==> src/rtl/tqvp_vga_capture_if.sv <==
// rtl/tqvp_vga_capture_if.sv - TinyQV peripheral register bus
interface tqvp_vga_capture_if;
  logic [5:0]  address;
  logic [31:0] data_in;
  logic [1:0]  data_write_n;
  logic [1:0]  data_read_n;
  logic [31:0] data_out;
  logic        data_ready;

  modport master (
    output address, data_in, data_write_n, data_read_n,
    input  data_out, data_ready
  );

  modport slave (
    input  address, data_in, data_write_n, data_read_n,
    output data_out, data_ready
  );
endinterface

==> src/rtl/tqvp_vga_capture.sv <==
// rtl/tqvp_vga_capture.sv - RGB222+sync frame capture: line timing and window signature
module tqvp_vga_capture #(
  parameter int WIN_W        = 8,
  parameter int WIN_H        = 8,
  parameter int TIMEOUT_BITS = 22
) (
  input  logic                 clk,
  input  logic                 rst_n,
  input  logic [7:0]           ui_in,
  output logic [7:0]           uo_out,
  output logic                 user_interrupt,
  tqvp_vga_capture_if.slave    bus
);

  typedef enum logic [1:0] {IDLE = 2'd0, WAIT_VS = 2'd1, CAPTURE = 2'd2, DONE = 2'd3} state_t;

  localparam logic [10:0] WIN_W11 = 11'(WIN_W);
  localparam logic [10:0] WIN_H11 = 11'(WIN_H);

  state_t state_q, state_d;

  logic                    irq_en, pol;
  logic [9:0]              x0, y0;
  logic [9:0]              hcnt, ycnt;
  logic                    hs_d, vs_d;
  logic [TIMEOUT_BITS-1:0] wd_q;
  logic [9:0]              line_len, line_cnt;
  logic [15:0]             sig;
  logic                    timeout, first_seen;

  logic wr_ctrl, wr_win, arm, clr;
  logic hs_act, vs_act, hs_edge, vs_edge;
  logic [TIMEOUT_BITS-1:0] wd_next;
  logic wd_hit, in_window;
  logic [15:0] sig_next;
  logic clear_res, clr_timeout, set_timeout, wd_clr, cap_active;
  logic unused_bits;

  assign wr_ctrl = (bus.data_write_n != 2'b11) && (bus.address == 6'h00);
  assign wr_win  = (bus.data_write_n == 2'b10) && (bus.address == 6'h14);
  assign arm     = wr_ctrl & bus.data_in[0];
  assign clr     = wr_ctrl & bus.data_in[3];

  assign hs_act  = ui_in[6] ^ ~pol;
  assign vs_act  = ui_in[7] ^ ~pol;
  assign hs_edge = hs_act & ~hs_d;
  assign vs_edge = vs_act & ~vs_d;

  // Timeout fires on the cycle the watchdog would become all-ones.
  assign wd_next = wd_q + TIMEOUT_BITS'(1);
  assign wd_hit  = &wd_next;

  assign in_window = ({1'b0, hcnt} >= {1'b0, x0}) && ({1'b0, hcnt} < ({1'b0, x0} + WIN_W11)) &&
                     ({1'b0, ycnt} >= {1'b0, y0}) && ({1'b0, ycnt} < ({1'b0, y0} + WIN_H11));

  assign sig_next = {sig[14:0], 1'b0} ^ (sig[15] ? 16'h1021 : 16'h0000) ^ {10'b0, ui_in[5:0]};

  always_comb begin
    state_d     = state_q;
    clear_res   = 1'b0;
    clr_timeout = 1'b0;
    set_timeout = 1'b0;
    wd_clr      = 1'b0;
    cap_active  = 1'b0;
    if (arm) begin
      state_d   = WAIT_VS;
      clear_res = 1'b1;
    end else if (clr) begin
      state_d     = IDLE;
      clr_timeout = 1'b1;
    end else begin
      case (state_q)
        WAIT_VS: begin
          if (vs_edge) begin
            state_d = CAPTURE;
            wd_clr  = 1'b1;
          end else if (wd_hit) begin
            state_d     = DONE;
            set_timeout = 1'b1;
          end
        end
        CAPTURE: begin
          if (vs_edge) begin
            state_d = DONE;
          end else if (wd_hit) begin
            state_d     = DONE;
            set_timeout = 1'b1;
          end else begin
            cap_active = 1'b1;
          end
        end
        default: ;
      endcase
    end
  end

  always_ff @(posedge clk) begin
    if (!rst_n) state_q <= IDLE;
    else        state_q <= state_d;
  end

  always_ff @(posedge clk) begin
    if (!rst_n) begin
      irq_en     <= 1'b0;
      pol        <= 1'b0;
      x0         <= '0;
      y0         <= '0;
      hcnt       <= '0;
      ycnt       <= '0;
      hs_d       <= 1'b0;
      vs_d       <= 1'b0;
      wd_q       <= '0;
      line_len   <= '0;
      line_cnt   <= '0;
      sig        <= '0;
      timeout    <= 1'b0;
      first_seen <= 1'b0;
    end else begin
      hs_d <= hs_act;
      vs_d <= vs_act;

      if (hs_edge)                hcnt <= '0;
      else if (hcnt != 10'h3ff)   hcnt <= hcnt + 10'd1;

      if (vs_edge)                        ycnt <= '0;
      else if (hs_edge && ycnt != 10'h3ff) ycnt <= ycnt + 10'd1;

      if (wr_ctrl) begin
        irq_en <= bus.data_in[1];
        pol    <= bus.data_in[2];
      end
      if (wr_win) begin
        x0 <= bus.data_in[9:0];
        y0 <= bus.data_in[25:16];
      end

      if (clear_res || wd_clr)                      wd_q <= '0;
      else if (state_q == WAIT_VS || state_q == CAPTURE) wd_q <= wd_next;

      if (clear_res) begin
        line_len   <= '0;
        line_cnt   <= '0;
        sig        <= '0;
        timeout    <= 1'b0;
        first_seen <= 1'b0;
      end else begin
        if (clr_timeout) timeout <= 1'b0;
        if (set_timeout) timeout <= 1'b1;
        if (cap_active) begin
          // The first hsync of the frame only opens a line; its length is unknown.
          if (hs_edge) begin
            line_cnt   <= line_cnt + 10'd1;
            first_seen <= 1'b1;
            if (first_seen) line_len <= hcnt + 10'd1;
          end
          if (in_window) sig <= sig_next;
        end
      end
    end
  end

  always_comb begin
    bus.data_out = 32'h0;
    case (bus.address)
      6'h00: bus.data_out = {29'b0, pol, irq_en, 1'b0};
      6'h04: bus.data_out = {28'b0, state_q == DONE, timeout, state_q};
      6'h08: bus.data_out = {22'b0, line_len};
      6'h0C: bus.data_out = {22'b0, line_cnt};
      6'h10: bus.data_out = {16'b0, sig};
      6'h14: bus.data_out = {6'b0, y0, 6'b0, x0};
      default: ;
    endcase
  end

  assign bus.data_ready = 1'b1;
  assign uo_out         = 8'h00;
  assign user_interrupt = (state_q == DONE) & irq_en;
  assign unused_bits    = &{1'b0, bus.data_read_n, bus.data_in[31:26], bus.data_in[15:10]};

endmodule
==> src/flat_wrapper.sv <==
// flat-port wrapper written by rule: the top's interface ports become plain ports
module tqvp_vga_capture_flat 
#(
  parameter int WIN_W        = 8,
  parameter int WIN_H        = 8,
  parameter int TIMEOUT_BITS = 22
)
  (clk, rst_n, ui_in, uo_out, user_interrupt, bus_address, bus_data_in, bus_data_write_n, bus_data_read_n, bus_data_out, bus_data_ready);
  tqvp_vga_capture_if bus_i ();
  input  logic clk;
  input  logic rst_n;
  input  logic [7:0] ui_in;
  output logic [7:0] uo_out;
  output logic user_interrupt;
  input wire logic [$bits(bus_i.address)-1:0] bus_address;
  input wire logic [$bits(bus_i.data_in)-1:0] bus_data_in;
  input wire logic [$bits(bus_i.data_write_n)-1:0] bus_data_write_n;
  input wire logic [$bits(bus_i.data_read_n)-1:0] bus_data_read_n;
  output wire logic [$bits(bus_i.data_out)-1:0] bus_data_out;
  output wire logic [$bits(bus_i.data_ready)-1:0] bus_data_ready;
  assign bus_i.address = bus_address;
  assign bus_i.data_in = bus_data_in;
  assign bus_i.data_write_n = bus_data_write_n;
  assign bus_i.data_read_n = bus_data_read_n;
  assign bus_data_out = bus_i.data_out;
  assign bus_data_ready = bus_i.data_ready;
  tqvp_vga_capture #(.WIN_W(WIN_W), .WIN_H(WIN_H), .TIMEOUT_BITS(TIMEOUT_BITS)) u_core (.clk(clk), .rst_n(rst_n), .ui_in(ui_in), .uo_out(uo_out), .user_interrupt(user_interrupt), .bus(bus_i));
endmodule
==> config.mk <==
export PLATFORM = sky130hd
export DESIGN_NAME = tqvp_vga_capture_flat
export DESIGN_NICKNAME = d
export VERILOG_FILES = /design/src/rtl/tqvp_vga_capture_if.sv /design/src/rtl/tqvp_vga_capture.sv /design/src/flat_wrapper.sv
export SDC_FILE = /design/constraint.sdc
export NUM_CORES = 1
export LEC_CHECK = 0
export ABC_AREA = 0
export BUFFER_PORTS_ARGS = -buffer_cell sky130_fd_sc_hd__buf_4
export CORE_MARGIN = 8
export CORE_UTILIZATION = 25
export CTS_CLUSTER_SIZE = 8
export DETAILED_ROUTE_END_ITERATION = 7
export SETUP_SLACK_MARGIN = 0.02
export SYNTH_ARGS = -nofsm -noshare
export SYNTH_HDL_FRONTEND = slang
export SYNTH_SLANG_ARGS = --single-unit
==> constraint.sdc <==
create_clock -name clk -period 3.39 [get_ports clk]
set_input_delay 0.339 -clock clk [delete_from_list [all_inputs] [get_ports clk]]
set_output_delay 0.339 -clock clk [all_outputs]
set_load 0.05 [all_outputs]
==> flow_metrics.tcl, run 1 <==
set metrics [dict create \
    synth_area_leader_cell "sky130_fd_sc_hd__dfxtp_1" \
    register_area_share_after_synthesis_pct 33.03 \
    grt_setup_unrepaired "false" \
    num-fill-cells 2667 \
    outcome "finished clean" \
    setup_viol 0 \
    layoutNonFillerInstCount 1145 \
    final_antenna_net_count 0 \
    synthesized_netlist_cell_count 754 \
    antenna_found_initial 0 \
    postSynthRegisterBits 106 \
    timing.final.hold_violations 0 \
    drv_slew 0 \
    worstSetupPathType "flip-flop to flip-flop" \
    post-dp-hpwl_um 13220 \
    register_to_register_path_depth 13 \
    die_w_um 176.3 \
    fraction_of_layout_instances_using_a_drive_strength_above_1_pct 13.74 \
    critical_path_peak_fanout 7 \
    core.rowCount 58 \
    worst_setup_hold_path_clk_slew_ns 0.08 \
    fin_skew_ns 0.01085 \
    final_core_area_utilization_pct 29.99 \
    drt-vias-per-instance 4.725 \
    worst_pin_slew_ns 0.9357 \
    grt_pass1_vias 5311 \
    critical_path.startpoint "u_core.y0[3]" \
    worstHoldPathType "primary input to flip-flop" \
    cp_slowest_cell "sky130_fd_sc_hd__dfxtp_1" \
    timing.slew.headroom_pct 37.62 \
    arrival_ns 3.33 \
    ys_dominant_reg_cell "sky130_fd_sc_hd__dfxtp_1" \
    dieArea_um2 31080 \
    p_total_mw 2.549 \
    tritoncts "yes" \
    antenna_cells_inserted 0 \
    die-height_um 176.3 \
    gp_congestion 0.8485 \
    grt-ovfl-total 0 \
    ys_top_cells_by_area "sky130_fd_sc_hd__dfxtp_1, sky130_fd_sc_hd__ha_1, sky130_fd_sc_hd__mux2i_1" \
    setup.worst_path.end_class "flip-flop" \
    power.static_leakage_nw 2.912 \
    grt_use_total_pct 11.05 \
    netlist.area_leader.share_pct 33.03 \
    detail_route.wirelength_um 17120 \
    setup_total_negative_slack_ns 0 \
    postPlaceCellArea_um2 7189 \
    share_of_the_cycle_needed_by_the_critical_path_after_routing_pct 89.60 \
    initialDrtViolationCount 369 \
    crit_path_start_kind "flip-flop" \
    dp.cells 1126 \
    ctsHtreeMaxLevel 3 \
    number_of_buffers_inserted_by_port_buffering 64 \
    yosys_warnings 0 \
    hold-worst-slack_ns 0.2355 \
    detailedRoute.firstPassIterationCount 4 \
    power_per_cell_area_nw_per_um2 337.6 \
    crit_path_cell_trace "ha_1 -> nand2_1 -> nor3_1 -> xnor2_1 -> ha_1 -> nor4_1 -> o21ai_0 -> o211a_1 -> a2111oi_0 -> and4_1 -> and2_4 -> buf_12 -> mux2i_1" \
    layout.cells.most_common_list "sky130_fd_sc_hd__dfxtp_1, sky130_fd_sc_hd__buf_4, sky130_fd_sc_hd__nand2_1, sky130_fd_sc_hd__nor2_1, sky130_fd_sc_hd__mux2i_1" \
    final_common_cell "sky130_fd_sc_hd__dfxtp_1" \
    clock.fmax_ghz 0.3292 \
    remaining_drc_errors 0 \
    core_area_um2 25180 \
    layout-area-overhead-vs-synth_pct 17.55 \
    worst_hold_path.num_cells 3 \
    clock_path_buffers 2 \
    vdd.ir_drop.worst_mv 0.2214 \
    post_drt_wl_per_cell_um 14.95 \
    cts_hold_buf 0 \
    critical_path.most_common_cell "sky130_fd_sc_hd__ha_1" \
    async_s_r_ff_share_synth_pct 0 \
    number_of_flops_mapped_to_enable_cells_by_yosys 0 \
    synth_area_per_cell_um2 8.519 \
    fin_ws_ns 0.3526 \
    floorplan.io_pins 94 \
    first_pass_grt_wire_length_um 27740 \
    numClockSinks 106 \
    syn-cell-area_um2 6424 \
    worst-r2r-setup-slack_ns 0.35 \
    layout.cell_area.non_filler_um2 7551 \
    critical_path.endpoint "u_core.sig[6]" \
    drv_cap 0 \
    later_pin_clock_latency_in_the_skew_report_ns 0.36 \
    netlist-cell-type-count 59 \
    grt_start_max_net_pins 30 \
    floorplan.initialDensity_pct 25.51 \
    final_net_count 906 \
    dp_slack_ns 0.2659 \
    crit-reg2reg-launch "u_core.y0[3]" \
    route.vias.total 5410 \
    required_time_at_the_endpoint_of_the_critical_path_ns 3.69 \
    finalCriticalPeriod_ns 3.037 \
    r2r-end "u_core.sig[6]" \
    critPathMaxStageDelay_ns 0.44 \
    tritoncts.num_buffers 9 \
    cts.root.buffer_cell "sky130_fd_sc_hd__clkbuf_16" \
]
==> how the worst min path moves through the flow <==
stage,from,end,slack (ns)
after floorplan,u_core.first_seen,u_core.first_seen,0.44
after global placement,u_core.first_seen,u_core.first_seen,0.45
after detailed placement,u_core.first_seen,u_core.first_seen,0.46
after CTS,bus_data_in[17],u_core.y0[1],0.23
after global routing,bus_data_in[22],u_core.y0[6],0.24
final,bus_data_in[20],u_core.y0[4],0.24
==> Yosys cell counts, drive strengths merged (16+ instances only) <==
cell type,number
dfxtp,106
nand2,62
nor2,55
mux2i,46
ha,44
nand3,42
a21oi,36
xnor2,36
inv,29
o21ai,29
clkbuf,27
nor2b,27
xor2,24
and2,23
buf,22
nor3,16
==> kinds of logic (layout without fill, tap and decap cells) <==
logic type | Yosys count | after routing | synth area share, %
XOR/XNOR | 60 | 60 | 8.181
AND/OR/NAND/NOR | 295 | 295 | 24.07
other | 2 | 15 | 0.1169
adder cells (fa/ha/maj) | 44 | 44 | 8.570
multiplexers | 46 | 46 | 7.168
flip-flops | 106 | 106 | 33.03
buffers and inverters | 78 | 126 | 6.174
AO/OA/AOI/OAI | 123 | 123 | 12.68
==> flip-flops by register name (all words and copies together) (netlist names) <==
register,flops
u_core.first_seen,1
u_core.hcnt,10
u_core.hs_d,1
u_core.irq_en,1
u_core.line_cnt,10
u_core.line_len,10
u_core.pol,1
u_core.sig,16
u_core.state_q,2
u_core.timeout,1
u_core.vs_d,1
u_core.wd_q,22
u_core.x0,10
u_core.y0,10
u_core.ycnt,10
==> report_power, final <==
part / total (mW) / switching (mW) / internal, mW
sequential: 1.25 / 0.00597 / 1.25
clock: 1.12 / 0.502 / 0.618
combinational: 0.174 / 0.113 / 0.0609
==> timing repair <==
item,in CTS,in global routing
setup buffers,0,3
endpoints found under the setup margin,0,7
resized for setup,0,0
==> per-layer routing <==
metal	track usage, %	vias up	part of all wire [%]
met5	0	-	0
met4	3.992	0	2.4
met3	2.670	22	5.2
met2	18.14	104	46
met1	13.86	2551	46
li1	-	2733	-
==> layout make-up <==
| cell class | count | area (um2) | area share, % |
|---|---|---|---|
| Clock inverter | 5 | 61.31 | 0.8119 |
| Timing Repair Buffer | 81 | 633.1 | 8.384 |
| Clock buffer | 11 | 252.7 | 3.347 |
| Inverter | 29 | 108.9 | 1.442 |
| Multi-Input combinational cell | 583 | 3960 | 52.44 |
| Sequential cell | 106 | 2122 | 28.10 |
| Tap cell | 330 | 412.9 | 5.468 |
==> critical path: cells and delay by family, from the launching register on <==
kind | cells | cell delay (ns)
buf+inv | 1 | 0.13
flops | 1 | 0.44
fa+ha+maj | 2 | 0.43
xor+xnor | 1 | 0.10
compound gates | 3 | 0.66
mux | 1 | 0.17
simple gates | 5 | 1.04
Power figures use the tool's default switching activity.
==> run 2: changes to the inputs <==
--- a/config.mk
+++ b/config.mk
@@ -8,4 +8,5 @@
 export ABC_AREA = 0
 export BUFFER_PORTS_ARGS = -buffer_cell sky130_fd_sc_hd__buf_4
+export CORE_ASPECT_RATIO = 1.5
 export CORE_MARGIN = 8
 export CORE_UTILIZATION = 25
@@ -13,4 +14,5 @@
 export DETAILED_ROUTE_END_ITERATION = 7
 export SETUP_SLACK_MARGIN = 0.02
+export SLEW_MARGIN = 20
 export SYNTH_ARGS = -nofsm -noshare
 export SYNTH_HDL_FRONTEND = slang
==> constraint.sdc (replaced) <==
create_clock -name clk -period 3.39 [get_ports clk]
set_input_delay 0.678 -clock clk [delete_from_list [all_inputs] [get_ports clk]]
set_output_delay 0.678 -clock clk [all_outputs]
set_load 0.05 [all_outputs]
==> run 2 against run 1 <==
Net effect: sequential share of layout area decreased by 0.18 points; setup slack improved by 0.0060 ns; combinational power decreased by 3%; routed wire length decreased by 0.63%; sequential cell count unchanged; largest cell class unchanged; highest routed layer unchanged.
==> flow_metrics.tcl, run 2 (same netlist as run 1, synthesis figures left out) <==
set metrics [dict create \
    outcome "finished clean" \
    floorplan.io_pins 94 \
    remaining_drc_errors 0 \
    worst-r2r-setup-slack_ns 0.37 \
    timing.final.hold_violations 0 \
    core.rowCount 72 \
    antenna_found_initial 0 \
    final_net_count 915 \
    finalCriticalPeriod_ns 3.031 \
    crit-reg2reg-launch "u_core.y0[6]" \
    power.static_leakage_nw 2.953 \
    layout.cells.most_common_list "sky130_fd_sc_hd__dfxtp_1, sky130_fd_sc_hd__buf_4, sky130_fd_sc_hd__nand2_1, sky130_fd_sc_hd__nor2_1, sky130_fd_sc_hd__mux2i_1" \
    crit_path_cell_trace "buf_4 -> nor4_1 -> and3_1 -> buf_4 -> and2_1 -> buf_4" \
    detail_route.wirelength_um 17010 \
    first_pass_grt_wire_length_um 27190 \
    timing.slew.headroom_pct 48.50 \
    setup_total_negative_slack_ns 0 \
    cts_hold_buf 0 \
    detailedRoute.firstPassIterationCount 4 \
    worstSetupPathType "primary input to primary output" \
    clock.fmax_ghz 0.3299 \
    dieArea_um2 31190 \
    tritoncts "yes" \
    tritoncts.num_buffers 9 \
    core_area_um2 25490 \
    drv_cap 0 \
    cts.root.buffer_cell "sky130_fd_sc_hd__clkbuf_16" \
    grt_pass1_vias 5232 \
    worst_setup_hold_path_clk_slew_ns 0.07 \
    critical_path_peak_fanout 10 \
    setup.worst_path.end_class "primary output" \
    die_w_um 146.9 \
    initialDrtViolationCount 228 \
    worst_hold_startpoint "u_core.line_cnt[9]" \
    gp_congestion 0.8348 \
    num-fill-cells 2711 \
    final_common_cell "sky130_fd_sc_hd__dfxtp_1" \
    worst_pin_slew_ns 0.7724 \
    drt-vias-per-instance 4.648 \
    largest-register "u_core.wd_q" \
    worstHoldPathType "flip-flop to flip-flop" \
    largest_register_ffs 22 \
    layout.area.seq_um2 2122 \
    fraction_of_layout_instances_using_a_drive_strength_above_1_pct 14.81 \
    cp_slowest_cell "sky130_fd_sc_hd__and3_1" \
    clock_path_buffers 2 \
    grt_setup_unrepaired "false" \
    arrival_ns 2.35 \
    crit_path_start_kind "primary input" \
    later_pin_clock_latency_in_the_skew_report_ns 0.36 \
    drv_slew 0 \
    route.vias.total 5378 \
    post_drt_wl_per_cell_um 14.70 \
    grt_use_total_pct 10.91 \
    setup_viol 0 \
    critPathMaxStageDelay_ns 0.60 \
    critical_path.startpoint "bus_address[1]" \
    dp_slack_ns 0.2842 \
    numClockSinks 106 \
    grt_start_max_net_pins 30 \
    ctsHtreeMaxLevel 3 \
    layout-area-overhead-vs-synth_pct 18.29 \
    share_of_the_cycle_needed_by_the_critical_path_after_routing_pct 89.42 \
    die-height_um 212.3 \
    p_total_mw 2.519 \
    layout.cell_area.non_filler_um2 7599 \
    power_per_cell_area_nw_per_um2 331.5 \
    number_of_buffers_inserted_by_port_buffering 64 \
    reg.largest.list "u_core.wd_q x22, u_core.sig x16" \
    fin_ws_ns 0.3586 \
    multiInputGateArea_um2 3971 \
    post-dp-hpwl_um 13600 \
    critical_path.most_common_cell "sky130_fd_sc_hd__buf_4" \
    floorplan.initialDensity_pct 25.20 \
    grt-ovfl-total 0 \
    fin_skew_ns 0.01521 \
    required_time_at_the_endpoint_of_the_critical_path_ns 2.71 \
    antenna_cells_inserted 0 \
    postPlaceCellArea_um2 7238 \
    vdd.ir_drop.worst_mv 0.2358 \
    final_antenna_net_count 0 \
]
## run 2: changes by cell type in the layout (fill, tap and decap cells not counted)
cell / before / now
sky130_fd_sc_hd__a2111oi_0: 1 / 0
sky130_fd_sc_hd__buf_12: 2 / 0
sky130_fd_sc_hd__a2111oi_1: 0 / 1
sky130_fd_sc_hd__and4_1: 6 / 5
sky130_fd_sc_hd__clkbuf_8: 2 / 1
sky130_fd_sc_hd__inv_8: 0 / 1
sky130_fd_sc_hd__buf_4: 79 / 89
sky130_fd_sc_hd__and2_4: 1 / 2
sky130_fd_sc_hd__and4_2: 0 / 1
## run 2: final cells by class
class	instances	area share, %
Clock buffer	10	3.145
Clock inverter	6	0.9550
Inverter	29	1.433
Multi-Input combinational cell	584	52.26
Sequential cell	106	27.93
Tap cell	333	5.483
Timing Repair Buffer	89	8.793
## run 2: timing repair
| item | CTS | global route |
|---|---|---|
| endpoints found under the setup margin | 0 | 10 |
| buffers inserted | 0 | 5 |
| resized for setup | 0 | 3 |
## run 2: critical path, delay by kind of cell
| kind | cells | cell delay [ns] |
|---|---|---|
| buf+inv | 3 | 0.59 |
| simple gates | 3 | 1.09 |
## run 2: where the power goes
group / switching, mW / internal (mW)
logic: 0.109 / 0.0601
registers: 0.00606 / 1.25
clock network: 0.492 / 0.603
## run 2: metrics by stage
stage          utilization (%)  hold WS (ns)  std cells
3_5_place_dp             28.39        0.4597       1135
3_3_place_gp             28.39        0.4525       1135
5_1_grt                  29.80        0.4995       1157
2_1_floorplan                -        0.4404        767
4_1_cts                  29.61        0.4776       1151
6_report                 29.80        0.4758       1157
## run 2: path summary, 6_finish.rpt
path | end | depth (start not counted)
setup / recovery | bus_data_out[24] | 6
hold / removal | u_core.line_cnt[9] | 2
setup reg to reg | u_core.sig[2] | 13
hold reg to reg | u_core.line_cnt[9] | 2
## run 2: per-layer routing
metal	routed length [um]	up-vias	track usage, %
met5	0	-	0
met4	442	0	5.098
met3	395	16	1.193
met2	8970	75	20.46
met1	7201	2527	12.04
li1	-	2760	-
